<file path="src/rtl/router_in_fifo.sv">
// router_in_fifo: per-client input buffer in front of the router controller.
// Exposes empty/full/count from registered state only, returns the popped word
// on data_out one clock after the pop, and keeps sticky overflow/underflow flags.
module router_in_fifo #(
   parameter  int WIDTH  = 32,
   parameter  int DEPTH  = 8,
   localparam int ADDR_W = $clog2(DEPTH)
) (
   input  logic              clk,
   input  logic              reset,
   input  logic              push,
   input  logic [WIDTH-1:0]  data_in,
   output logic              full,
   input  logic              pop,
   output logic              empty,
   output logic [WIDTH-1:0]  data_out,
   output logic [ADDR_W:0]   count,
   output logic              overflow,
   output logic              underflow
);

   localparam logic [ADDR_W:0] FULL_COUNT = (ADDR_W + 1)'(DEPTH);

   logic [WIDTH-1:0]  mem [DEPTH];
   logic [ADDR_W-1:0] wptr;
   logic [ADDR_W-1:0] rptr;
   logic [ADDR_W:0]   count_q;
   logic [WIDTH-1:0]  data_out_q;
   logic              overflow_q;
   logic              underflow_q;

   logic              push_ok;
   logic              pop_ok;
   logic              push_drop;
   logic              pop_miss;
   logic [ADDR_W:0]   count_next;

   // Status flags come straight from the registered occupancy.
   assign full      = (count_q == FULL_COUNT);
   assign empty     = (count_q == '0);
   assign count     = count_q;
   assign data_out  = data_out_q;
   assign overflow  = overflow_q;
   assign underflow = underflow_q;

   // Qualify strobes: a push into a full FIFO is only accepted alongside a pop.
   always_comb begin
      push_ok   = push && (!full || pop);
      pop_ok    = pop && !empty;
      push_drop = push && full && !pop;
      pop_miss  = pop && empty;
   end

   // Occupancy moves only when exactly one of push/pop is effective.
   always_comb begin
      count_next = count_q;
      unique case ({push_ok, pop_ok})
         2'b10:   count_next = count_q + 1'b1;
         2'b01:   count_next = count_q - 1'b1;
         default: count_next = count_q;
      endcase
   end

   // Storage array; deliberately not cleared by reset.
   always_ff @(posedge clk) begin
      if (!reset && push_ok) begin
         mem[wptr] <= data_in;
      end
   end

   // Pointers and occupancy.
   always_ff @(posedge clk) begin
      if (reset) begin
         wptr    <= '0;
         rptr    <= '0;
         count_q <= '0;
      end else begin
         if (push_ok) begin
            wptr <= wptr + 1'b1;
         end
         if (pop_ok) begin
            rptr <= rptr + 1'b1;
         end
         count_q <= count_next;
      end
   end

   // Registered read port: loaded on an effective pop, holds otherwise (no bypass).
   always_ff @(posedge clk) begin
      if (reset) begin
         data_out_q <= '0;
      end else if (pop_ok) begin
         data_out_q <= mem[rptr];
      end
   end

   // Sticky debug flags, cleared only by reset.
   always_ff @(posedge clk) begin
      if (reset) begin
         overflow_q  <= 1'b0;
         underflow_q <= 1'b0;
      end else begin
         if (push_drop) begin
            overflow_q <= 1'b1;
         end
         if (pop_miss) begin
            underflow_q <= 1'b1;
         end
      end
   end

endmodule
</file>
<file path="config.mk">
export PLATFORM = sky130hd
export DESIGN_NAME = router_in_fifo
export DESIGN_NICKNAME = d
export VERILOG_FILES = /design/src/rtl/router_in_fifo.sv
export SDC_FILE = /design/constraint.sdc
export NUM_CORES = 1
export LEC_CHECK = 0
export BUFFER_PORTS_ARGS = -buffer_cell sky130_fd_sc_hd__buf_2
export CAP_MARGIN = 20
export CORE_MARGIN = 4
export CORE_UTILIZATION = 40
export CTS_CLUSTER_DIAMETER = 150
export DETAILED_ROUTE_END_ITERATION = 10
export GPL_TIMING_DRIVEN = 0
export MAX_ROUTING_LAYER = met4
export PLACE_DENSITY = 0.54
export SLEW_MARGIN = 15
export SYNTH_ARGS = -nofsm -noshare
export SYNTH_HDL_FRONTEND = slang
export SYNTH_SLANG_ARGS = --single-unit
</file>
<file path="constraint.sdc">
create_clock -name clk -period 5.9 [get_ports clk]
set_input_delay 0.295 -clock clk [delete_from_list [all_inputs] [get_ports clk]]
set_output_delay 0.295 -clock clk [all_outputs]
set_load 0.005 [all_outputs]
</file>
==> results of run 1 <==
[path summary, 6_finish.rpt]
path,from,to,slack [ps],cells after the start
max,count[0],count[2],2840,10
min,data_in[15],mem[6][15],20,1
max reg2reg,count[0],count[2],2840,10
min reg2reg,overflow,overflow,460,2
[layout make-up]
| class | instances | area [sq um] | area share |
|---|---|---|---|
| Tap cell | 372 | 465 | 0.0351 |
| Antenna cell | 1 | 2.50 | 0.000189 |
| Clock buffer | 50 | 907 | 0.0685 |
| Multi-Input combinational cell | 224 | 2410 | 0.182 |
| Clock inverter | 6 | 52.6 | 0.00397 |
| Buffer | 32 | 163 | 0.0123 |
| Inverter | 1 | 3.75 | 0.000283 |
| Timing Repair Buffer | 108 | 681 | 0.0514 |
| Sequential cell | 300 | 8570 | 0.647 |
[through the flow]
stage | TNS, ps | utilization | cell area (sq um)
6_report | 0 | 0.489 | 13200
3_5_place_dp | 0 | 0.452 | 12200
2_1_floorplan | 0 | - | 11100
4_1_cts | 0 | 0.489 | 13200
5_1_grt | 0 | 0.489 | 13200
3_3_place_gp | -146140 | 0.440 | 11900
[critical path: cells and delay by family (launching register included)]
kind / cells / cell delay, ps
buffers and inverters: 2 / 820
adder cells (fa/ha/maj): 2 / 580
AO/OA/AOI/OAI: 3 / 570
flip-flops: 1 / 490
AND/OR/NAND/NOR: 1 / 310
XOR/XNOR: 2 / 200
[synthesized netlist by cell type]
cell	instances	area (sq um)
o211ai_1	2	15.0
nor4bb_1	1	10.0
nand3_1	1	5.00
or4b_4	1	13.8
mux2i_1	3	30.0
o21ai_4	1	16.3
nor4b_1	2	17.5
nand2_2	1	6.26
clkbuf_1	13	48.8
mux4_2	64	1440
ha_1	5	62.6
xnor2_1	1	8.76
buf_1	3	11.3
nand4b_1	1	8.76
o21ai_0	3	15.0
nand3b_1	1	7.51
xor2_1	6	52.6
buf_2	10	50.1
nor4_1	2	12.5
nor3_1	35	175
edfxtp_1	256	7690
o22ai_1	32	200
a21oi_1	4	20.0
nor2_1	49	184
nand2b_1	1	6.26
dfxtp_1	44	881
inv_1	1	3.75
buf_6	2	22.5
or3_1	1	6.26
nor2b_1	1	6.26
nand2_1	4	15.0
a211o_1	1	8.76
o41a_1	1	11.3
buf_4	4	30.0
[cell families after synthesis]
group / synth area share
mux: 0.133
xor+xnor: 0.00553
simple gates: 0.0428
buf+inv: 0.0150
compound gates: 0.0258
flops: 0.773
fa+ha+maj: 0.00564
[placed cells by master, fill, tap and decap left out, types with 17 or more instances in the layout]
| cell | n |
|---|---|
| edfxtp_1 | 256 |
| buf_2 | 91 |
| mux4_2 | 64 |
| nor2_1 | 46 |
| dfxtp_1 | 44 |
| o22ai_1 | 32 |
| nor3_1 | 32 |
| clkbuf_16 | 31 |
| clkbuf_1 | 26 |
| buf_4 | 17 |
[routing by layer]
| layer | share of wire | routed length, microns | global-route usage |
|---|---|---|---|
| met1 | 0.43 | 10400 | 0.219 |
| met2 | 0.49 | 11900 | 0.260 |
| met4 | 0.013 | 306 | 0.0321 |
| met5 | 0 | 0 | - |
| met3 | 0.061 | 1480 | 0.0276 |
[flip-flops by register name (all words and copies together), names as in the netlist]
name and flops:
rptr 3, mem 256, underflow 1, wptr 3, data_out 32, count 4
overflow 1
[report_power, final]
part | switching (uW) | total (uW) | internal (uW)
Combinational | 577 | 1070 | 491
Clock | 741 | 1820 | 1080
Sequential | 83.3 | 2530 | 2450
[timing repair]
item	CTS	global route
hold endpoints to repair	29	0
hold buffers	5	0
buffers inserted	0	0
==> flow_results.org, run 1 <==
** Outcome
- The flow ran to the end, and the final reports show no timing, DRC or antenna violations.

** Cells and area
- The area growth from synthesis to layout is 19.5%.
- Counting the fill cells in the layout gives 2246.
- Finished Layout Cells :: 1094
- In the final layout, the share of cells above drive strength 1 is 0.326.
- The net count of the finished layout is 738.

** Clock tree
- Clock tree synthesis selected as its root buffer the cell clkbuf_16.
- Counting the buffers created by CTS gives 30.
- Clock transition at the registers of the reported paths :: 60 ps
- Sinks on the clock net :: 300
- Buffers from clock root to sink, at most :: 3
- In this run the number of H-tree levels came out at 1.
- Clk Latency, worst-skew pair :: 550 ps
- After clock tree synthesis, the repair step resized 0 gates.
- CTS tree :: done

** Floorplanning
- The die is 175 microns wide.
- between 70 and 80 I/O pins were placed.
- The floorplan step set the die height to around 170 microns.
- Full die area :: 30500 sq um
- The region available for standard cell placement spans 27100 sq um.
- Starting density of the core :: 0.409
- Site row count :: 60

** Global routing
- The number of global-route vias before repair was ~6000.
- Wire length of the first global-routing pass :: approximately 36 mm
- Number of antenna violations at the first check in global routing :: 1
- For this run the aggregate overflow at the end of global routing stands at 0.
- GRT Overall Usage :: 0.161
- Entering global routing, the biggest net connects 20 pins.

** Synthesis
- Combined area of all synthesized cells :: ~11000 sq um
- For this run, the number of Yosys warnings is 0.
- After synthesis, the netlist uses 34 different library cells.
- Mean instance size in the synthesized netlist :: 19.9 sq um
- Cells after Synth :: around 560
- Net count after synthesis :: 598
- Post-synthesis sequential element count :: 300
- Sequential share of the synthesized area :: 0.773

** Placed design
- Worst slack at placement :: about 2900 ps
- The number of placed instances, taps included, is between 1000 and 1500.
- Routability congestion estimate from global placement :: 0.694
- The HPWL after detailed placement is ~16 mm.
- Buffers placed on the I/O ports in this run total 75.

** Power
- Power spread over the standard cell area amounts to 409 nW/um^2.
- In this run the static leakage power is 0.00442 uW.
- Peak supply drop :: around 0.00028 V
- The design draws approximately 5400 uW.

** STA
- Worst Hold Margin :: 23.5 ps
- For the pin with the worst max-slew slack, the measured transition is 883 ps.
- Clock skew on the completed layout was measured at between 20 and 25 ps.
- Setup-failing EPs final :: 0
- Total count of max-transition violations in the final report :: 0
- The worst path in the final design needs a cycle of 3060 ps, including I/O delays and setup.
- Relative slew slack :: 0.411
- Timing would allow up to around 330 MHz.
- RSZ-0062 raised after global routing :: no
- Final period util :: 0.518
- Post-route setup slack :: 2840 ps
- Final-report hold violation count :: 0

** Hold path
- In this run the worst hold path is classified as in -> reg.

** Worst setup path
- Worst path required time :: 6360 ps
- STA classifies the critical path endpoint as a flip-flop.
- CP peak stage delay :: 570 ps
- STA puts the critical path data arrival time at 3520 ps.
- The signal on the critical path passes through o41a_1 > buf_2 > clkbuf_1 > ha_1 > xor2_1 > ha_1 > a21oi_1 > xor2_1 > or3_1 > a21oi_1.
- Largest fanout on the critical path :: 11
- STA classifies the critical path startpoint as a flip-flop.
- Category of the critical setup timing path :: reg -> reg
- CP max-delay cell :: clkbuf_1

** Job
- Max-cap violations in this run came to 0.

** Drt
- Dividing the detail-routed wire length by the instance count gives ~22 microns.
- DRT iter0 DRCs :: 503
- Routed vias/inst :: 5.15
- For this block, the routed nets add up to roughly 24 mm of wire.
- Across all layers, the routed design uses 5639 vias.
- The count of nets left with antenna violations once routing finished came out at 0.
- The pre-antenna-repair detailed-routing pass consisted of 5 iterations.
- After detailed routing, the number of remaining DRC violations is 0.
No activity file was read; power rests on OpenSTA's default activity.
==> run 2: changes to the inputs <==
PLACE_DENSITY = 0.56   (was 0.54)
clock period = 2.6 ns   (was 5.9 ns; I/O delays follow)
==> run 2 against run 1 <==
Register-to-register slack got worse by 2800 ps. Global-route usage increased by 0.56 points. Routed wire length rose by 1.4%. Sequential power rose by 130%. Clock skew is 13 ps lower. Non-clock buffer count increased by 27. Die area did not move. Critical path type unchanged. Largest power group unchanged. Highest routed layer unchanged.
==> flow_results.org, run 2 (synthesized netlist as in run 1, its figures left out) <==
** Outcome
- Result of the run :: complete, no violations

** Worst setup path
- The number of cells on the worst reg-to-reg path is 9 (-1).
- Cell-by-cell listing of the critical path :: buf_6 > or4b_4 > buf_6 > o21ai_4 > ha_2 > nor4b_2 > o21ai_1 > a211o_1 > nand2_1
- Worst path required time :: 3100 ps (-3260 ps)
- Category of the critical setup timing path :: reg -> reg
- The largest stage delay on the critical path was 520 ps (-50 ps).
- Cell family contributing the most delay on the critical path :: simple AND/OR/NAND/NOR gates
- CP max-delay cell :: or4b_4
- CP Launch Type :: flip-flop
- The total number of cells along the worst setup path came to 9 (-1).
- The combined buffer and inverter count along the critical path is 2 (unchanged).
- Crit path capture type :: flip-flop
- Largest fanout on the critical path :: 9 (-2)
- Cell with the most instances on the worst path :: buf_6
- The worst path arrival time is 3060 ps (-460 ps).

** STA
- Relative slew slack :: 0.418 (+0.00662)
- The final clock period utilization by the worst path came to 0.986 (+0.468).
- The count of endpoints failing hold in the final timing report came to 0 (unchanged).
- Fin crit period :: 2560 ps (-493 ps)
- Worst Hold Margin :: 266 ps (+243 ps)
- Post-route clock skew :: 7.22 ps (-13.2 ps)
- The count of final setup violators was 0 (unchanged).
- Maximum clock frequency :: 390 MHz (+19%)
- Total count of max-transition violations in the final report :: 0 (unchanged)
- Worst Max-Slew Pin Slew :: 867 ps (-16.4 ps)

** Placed design
- Cell area reported after detailed placement :: 12300 sq um (+0.24%)
- Routability congestion estimate from global placement :: 0.704 (+1.4%)
- The placed wire-length estimate is 15.6 mm (about the same).
- # port buffers :: 75 (unchanged)

** Cells and area
- Final instance area :: 13800 sq um (+3.8%)
- Largest register by flop count :: mem
- The final layout net count was 766 (+3.8%).
- Leaving out fill and tap cells, the most frequent cells in the layout are edfxtp_1 (256), buf_2 (84), mux4_2 (64).
- Flip-flop count of the largest register, all copies and words added :: 256 (unchanged)
- The ratio of cells with drive above 1 in the final layout was 0.329 (+0.00340).
- Area of the multi-input gates :: 2480 sq um (+2.9%)
- The filler cell count in the final layout was 2203 (-1.9%).
- Synthesis-to-finish area growth :: 24.0%
- The sequential cell area in the final layout is 8570 sq um (unchanged).
- The library cell used most frequently in the layout, excluding fill and tap cells, is edfxtp_1.

** Drt
- Routed vias/inst :: 5.17 (+0.30%)
- The number of design-rule violations left by the first detailed-router iteration is 439 (-13%).
- Overall routed net length :: 24.4 mm (+1.4%)
- The total DRC errors in the routed layout came to 0 (unchanged).
- The number of iterations in the first detailed-routing pass is 4 (-1).
- Number of nets still failing antenna checks after routing :: 0 (unchanged)
- Wire length per cell :: 21.7 microns (-1.2%)
- Via Count :: 5806 (+3.0%)

** Job
- Total of max-cap violations :: 0 (unchanged)

** Power
- Post-layout power :: 12800 uW (+140%)
- Cell leakage power :: 0.00460 uW (+3.9%)
- The switching power came to 3270 uW (+130%).
- Peak supply drop :: 0.000555 V (+100%)
- Combinational Power Share :: 0.197 (about the same)
- Relative contribution of sequential cells to total power :: 0.448 (-0.019)
- The switching portion of total power came to 0.256 (-0.00293).
- Clock group share of total power :: 0.355 (+0.019)
- Power Dens Cells :: 931 nW/um^2 (+130%)
- The internal power contribution came to 9530 uW (+140%).

** Global routing
- The first-pass GRT wire length is 38.0 mm (+5.4%).
- The maximum number of pins on one net before global-route repair was 21 (+5.0%).
- Number of antenna violations at the first check in global routing :: 1 (unchanged)
- Overflow left after global routing :: 0 (unchanged)
- The number of global-route vias before repair was 6201 (+4.1%).
- GRT Overall Usage :: 0.167 (+0.00558)

** Floorplanning
- The die area is 30500 sq um (unchanged).
- Site row count :: 60 (unchanged)
- Die Y :: 175 microns (unchanged)
- Core region area :: 27100 sq um (unchanged)
- Width of the chip :: 175 microns (unchanged)
- Starting density of the core :: 0.409 (unchanged)
- The number of top-level design ports was 76 (unchanged).

** Clock tree
- Clock transition at the registers of the reported paths :: 60 ps (about the same)
- Master cell of the clock root buffer :: clkbuf_16
- Num CTS Buffers :: 31 (+3.3%)
- Clk Latency, worst-skew pair :: 550 ps (about the same)
- CTS tree :: done
- The clock tree buffer depth is 3 (unchanged).
- H-tree level count :: 1 (unchanged)
- The number of sinks on the clock net was 300 (unchanged).

** Hold path
- The count of cells along the worst hold path came to 4 (+3).
- The tightest min-delay check is of the in -> reg type.
==> run 2: changes by cell type in the layout (fill, tap and decap cells not counted), moves of 3 or more <==
cell	before	now
buf_2	91	84
buf_6	8	11
bufinv_16	1	5
clkbuf_1	26	19
dlygate4sd3_1	5	35
ha_1	5	2
==> run 2: timing repair <==
item | 4_1_cts | 5_1_grt
pin swaps | 2 | 4
endpoints found under the hold margin | 259 | 0
gates resized for setup | 2 | 9
endpoints found under the setup margin | 71 | 2
hold buffers | 35 | 0
setup buffers | 2 | 1
==> run 2: stage by stage <==
stage / util / setup WS [ps] / cells / setup TNS (ps)
final: 0.508 / 37.6 / 1123 / 0
after global routing: 0.508 / -37.1 / 1123 / -52.7
after CTS: 0.506 / -38.9 / 1122 / -61.5
after detailed placement: 0.453 / -382 / 1028 / -2160
after global placement: 0.441 / -3460 / 1004 / -495360
after floorplan: - / -909 / 557 / -102390
==> run 2: cell type report <==
type / instances / share of cell area
Antenna cell: 1 / 0.000182
Clock inverter: 15 / 0.0151
Sequential cell: 300 / 0.623
Multi-Input combinational cell: 224 / 0.180
Clock buffer: 43 / 0.0626
Inverter: 1 / 0.000273
Buffer: 30 / 0.0115
Timing Repair Buffer: 137 / 0.0738
Tap cell: 372 / 0.0338
==> run 2: routing by layer <==
| layer | global-route usage | vias up | wire, microns |
|---|---|---|---|
| met5 | - | - | 0 |
| met4 | 0.0347 | 0 | 392 |
| met3 | 0.0268 | 36 | 1360 |
| met2 | 0.269 | 143 | 12000 |
| met1 | 0.227 | 3016 | 10600 |
| li1 | - | 2611 | - |
==> run 2: power groups by stage <==
stage	Clock, uW	Sequential, uW	Combinational [uW]
after floorplan	0	5830	1570
after global placement	0	5830	2390
after detailed placement	0	5830	2480
after CTS	4650	5730	2540
after global routing	4850	5770	2800
final	4550	5730	2520
==> run 2: final timing paths <==
kind / from / endpoint / slack, ps
max: count[1] / count[3] / 40
min: reset / mem[2][30] / 270
max reg2reg: count[1] / count[3] / 40
min reg2reg: data_out[7] / data_out[7] / 490
==> run 2: worst register-to-register path, delay by kind of cell (launching register included) <==
family                   cells  cell delay [ps]
adder cells (fa/ha/maj)      1              370
flip-flops                   1              310
buffers and inverters        2              290
AND/OR/NAND/NOR              3              960
AO/OA/AOI/OAI                3              580
==> run 3: changes to the inputs <==
BUFFER_PORTS_ARGS = -buffer_cell sky130_fd_sc_hd__buf_4   (was -buffer_cell sky130_fd_sc_hd__buf_2)
CAP_MARGIN = default   (was 20)
CORE_UTILIZATION = 30   (was 40)
PLACE_DENSITY = 0.44   (was 0.56)
==> run 3 against run 2 <==
Global-route usage shrank 3.3 points. Hold slack lost 42 ps. Final cell count grew 8.8%. Sequential power is essentially flat. Routed wire length grew 8.8%. Largest power group unchanged.
==> flow_results.org, run 3 (synthesized netlist as in run 1, its figures left out) <==
** Job
- Total of max-cap violations :: 0 (unchanged)

** Global routing
- Number of global-route vias before repair :: 6304 (+1.7%)
- The total congestion overflow was 0 (unchanged).
- The maximum number of pins on one net before global-route repair was 21 (unchanged).
- The initial antenna violation count was 1 (unchanged).
- The total track usage was 0.134 (-0.0327).
- Wire length of the first global-routing pass :: 40.1 mm (+5.5%)

** Power
- The power per standard cell area is 906 nW/um^2 (-2.7%).
- The leakage power came to 0.00461 uW (+0.35%).
- Internal power :: 9350 uW (-1.9%)
- The maximum ir drop on the vdd rail came to 0.000499 V (-10%).
- Combinational Power Share :: 0.211 (+0.014)
- Clock group share of total power :: 0.335 (-0.020)
- Relative contribution of sequential cells to total power :: 0.454 (+0.006)
- Power spent charging and discharging nets :: 3330 uW (+1.8%)
- Switching portion of total power :: 0.263 (+0.00709)

** Placed design
- The routability-driven placement congestion ratio came to 0.688 (-2.3%).
- The port buffer count was 75 (unchanged).
- The number of placed instances with taps included was 1126 (+9.5%).
- Cell area reported after detailed placement :: 12600 sq um (+2.9%)
- Detailed placement HPWL :: 17.1 mm (+9.9%)

** Drt
- The average wire length per cell after detail routing was 21.7 microns (about the same).
- The number of routed nets with antenna violations was 0 (unchanged).
- The wire length reported by the detailed router came to 26.5 mm (+8.8%).
- The number of iterations in the first detailed-routing pass came to 4 (unchanged).
- The number of design-rule violations left by the first detailed-router iteration came to 343 (-22%).
- The total number of vias was 5805 (-0.017%).
- The total DRC errors in the routed layout came to 0 (unchanged).
- Routed vias/inst :: 4.75 (-8.1%)

** Worst setup path
- Cell-by-cell listing of the critical path :: buf_6 > or4b_4 > o21ai_4 > ha_4 > xor2_1 > ha_2 > a21oi_1 > xor2_1 > or3_1 > a21oi_1
- CP peak stage delay :: 570 ps (+50 ps)
- The largest individual stage delay along the critical path comes from the cell or4b_4.
- Arrival time at the worst endpoint :: 2960 ps (-100 ps)
- STA classifies the critical path startpoint as a flip-flop.
- The critical path in this run is classified as reg -> reg.
- Setup slack, reg-to-reg :: 120 ps (+80 ps)
- Worst path required time :: 3080 ps (-20 ps)
- Largest fanout on the critical path :: 9 (unchanged)
- Crit path capture type :: flip-flop

** Clock tree
- Sinks on the clock net :: 300 (unchanged)
- The clock tree buffer depth was 3 (unchanged).
- CTS placed an instance of clkbuf_16 at the clock tree root.
- The number of CTS-inserted buffers came to 31 (unchanged).
- H-tree level count :: 1 (unchanged)
- Clk Latency, worst-skew pair :: 550 ps (about the same)
- The clock edge transition at the registers on the reported setup and hold paths is 60 ps (about the same).
- CTS tree :: done

** Cells and area
- The ratio of cells with drive above 1 in the final layout is 0.323 (-0.00662).
- In the layout the commonest cells are edfxtp_1 (256), buf_4 (92), mux4_2 (64).
- The library cell used most frequently in the layout, excluding fill and tap cells, is edfxtp_1.
- Relative to the synthesized area, the layout overhead comes to 26.3%.
- Flip-flop count of the largest register, all copies and words added :: 256 (unchanged)
- The final layout net count was 770 (+0.52%).
- The number of non-filler instances in the completed layout was 1222 (+8.8%).
- Final instance area :: 14000 sq um (+1.8%)
- Largest register by flop count :: mem

** STA
- The worst slew margin relative to its limit came to 0.397 (-0.0212).
- Final-report hold violation count :: 0 (unchanged)
- Total count of max-transition violations in the final report :: 0 (unchanged)
- The worst hold margin was 224 ps (-42.5 ps).
- The count of final setup violators was 0 (unchanged).
- The final clock period utilization by the worst path is 0.953 (-0.0323).
- RSZ-0062 raised after global routing :: no
- Worst Max-Slew Pin Slew :: 905 ps (+38.2 ps)
- Post-route clock skew :: 17.0 ps (+9.81 ps)
- Fin crit period :: 2480 ps (-84.1 ps)
- The timing-limited maximum frequency was 404 MHz (+3.4%).

** Floorplanning
- The number of top-level design ports was 76 (unchanged).
- Die Y :: 200 microns (+15%)
- The initial standard-cell utilization of the core is 0.304 (-0.106).
- The floorplan die width is 200 microns (+15%).
- Site row count :: 70 (+17%)
- The core area came to 36500 sq um (+35%).
- Full die area :: 40100 sq um (+32%)

** Outcome
- The run finished with clean final reports.

** Hold path
- The tightest min-delay check is of the in -> reg type.
==> run 3: path summary, 6_finish.rpt <==
check                           startpoint  cells past startpoint          to
worst min register to register   underflow                      2   underflow
worst max register to register    count[1]                     10    count[2]
worst min-delay path                 reset                      4  mem[0][30]
worst max-delay path              count[1]                     10    count[2]
==> run 3: final cells by class <==
class | count | area [sq um]
antenna | 1 | 2.50
buffer | 29 | 146
clock buffer | 36 | 805
clock inverter | 21 | 170
fill | 3327 | 22500
inverter | 1 | 3.75
multi-input combinational | 224 | 2450
sequential | 300 | 8570
tap | 468 | 586
timing repair buffer | 142 | 1270
==> run 3: metal layers <==
metal | track usage | vias to the layer above | routed length (microns)
met4 | 0.0256 | 0 | 400
met5 | - | - | 0
met3 | 0.0193 | 32 | 830
met2 | 0.217 | 90 | 12900
met1 | 0.184 | 3068 | 12400
li1 | - | 2615 | -
==> run 3: metrics by stage <==
| stage | setup TNS, ps | utilization | total power, uW | setup slack (ps) |
|---|---|---|---|---|
| detailed placement | -5460 | 0.346 | 8520 | -381 |
| floorplan | -102390 | - | 7400 | -909 |
| global placement | -559580 | 0.336 | 8450 | -3840 |
| global route | 0 | 0.383 | 13300 | 14.6 |
| CTS | -18.1 | 0.383 | 12900 | -13.1 |
| finish | 0 | 0.383 | 12700 | 122 |
==> run 3: power groups by stage <==
| stage | Combinational [uW] | Sequential (uW) | Clock, uW |
|---|---|---|---|
| 6_report | 2680 | 5760 | 4250 |
| 5_1_grt | 2950 | 5790 | 4560 |
| 4_1_cts | 2720 | 5760 | 4370 |
| 3_5_place_dp | 2660 | 5860 | 0 |
| 3_3_place_gp | 2600 | 5850 | 0 |
| 2_1_floorplan | 1570 | 5830 | 0 |
==> run 3: repair_timing <==
action,CTS,global route
endpoints found under the hold margin,259,0
pin swaps,3,3
resized for setup,1,8
hold buffers,35,0
buffers inserted,4,2
endpoints found under the setup margin,71,2
==> run 3: critical path: cells and delay by family (launching register included) <==
kind,cells,cell delay [ps]
buffers and inverters,1,130
XOR/XNOR,2,290
AND/OR/NAND/NOR,2,890
AO/OA/AOI/OAI,3,410
adder cells (fa/ha/maj),2,370
flip-flops,1,320
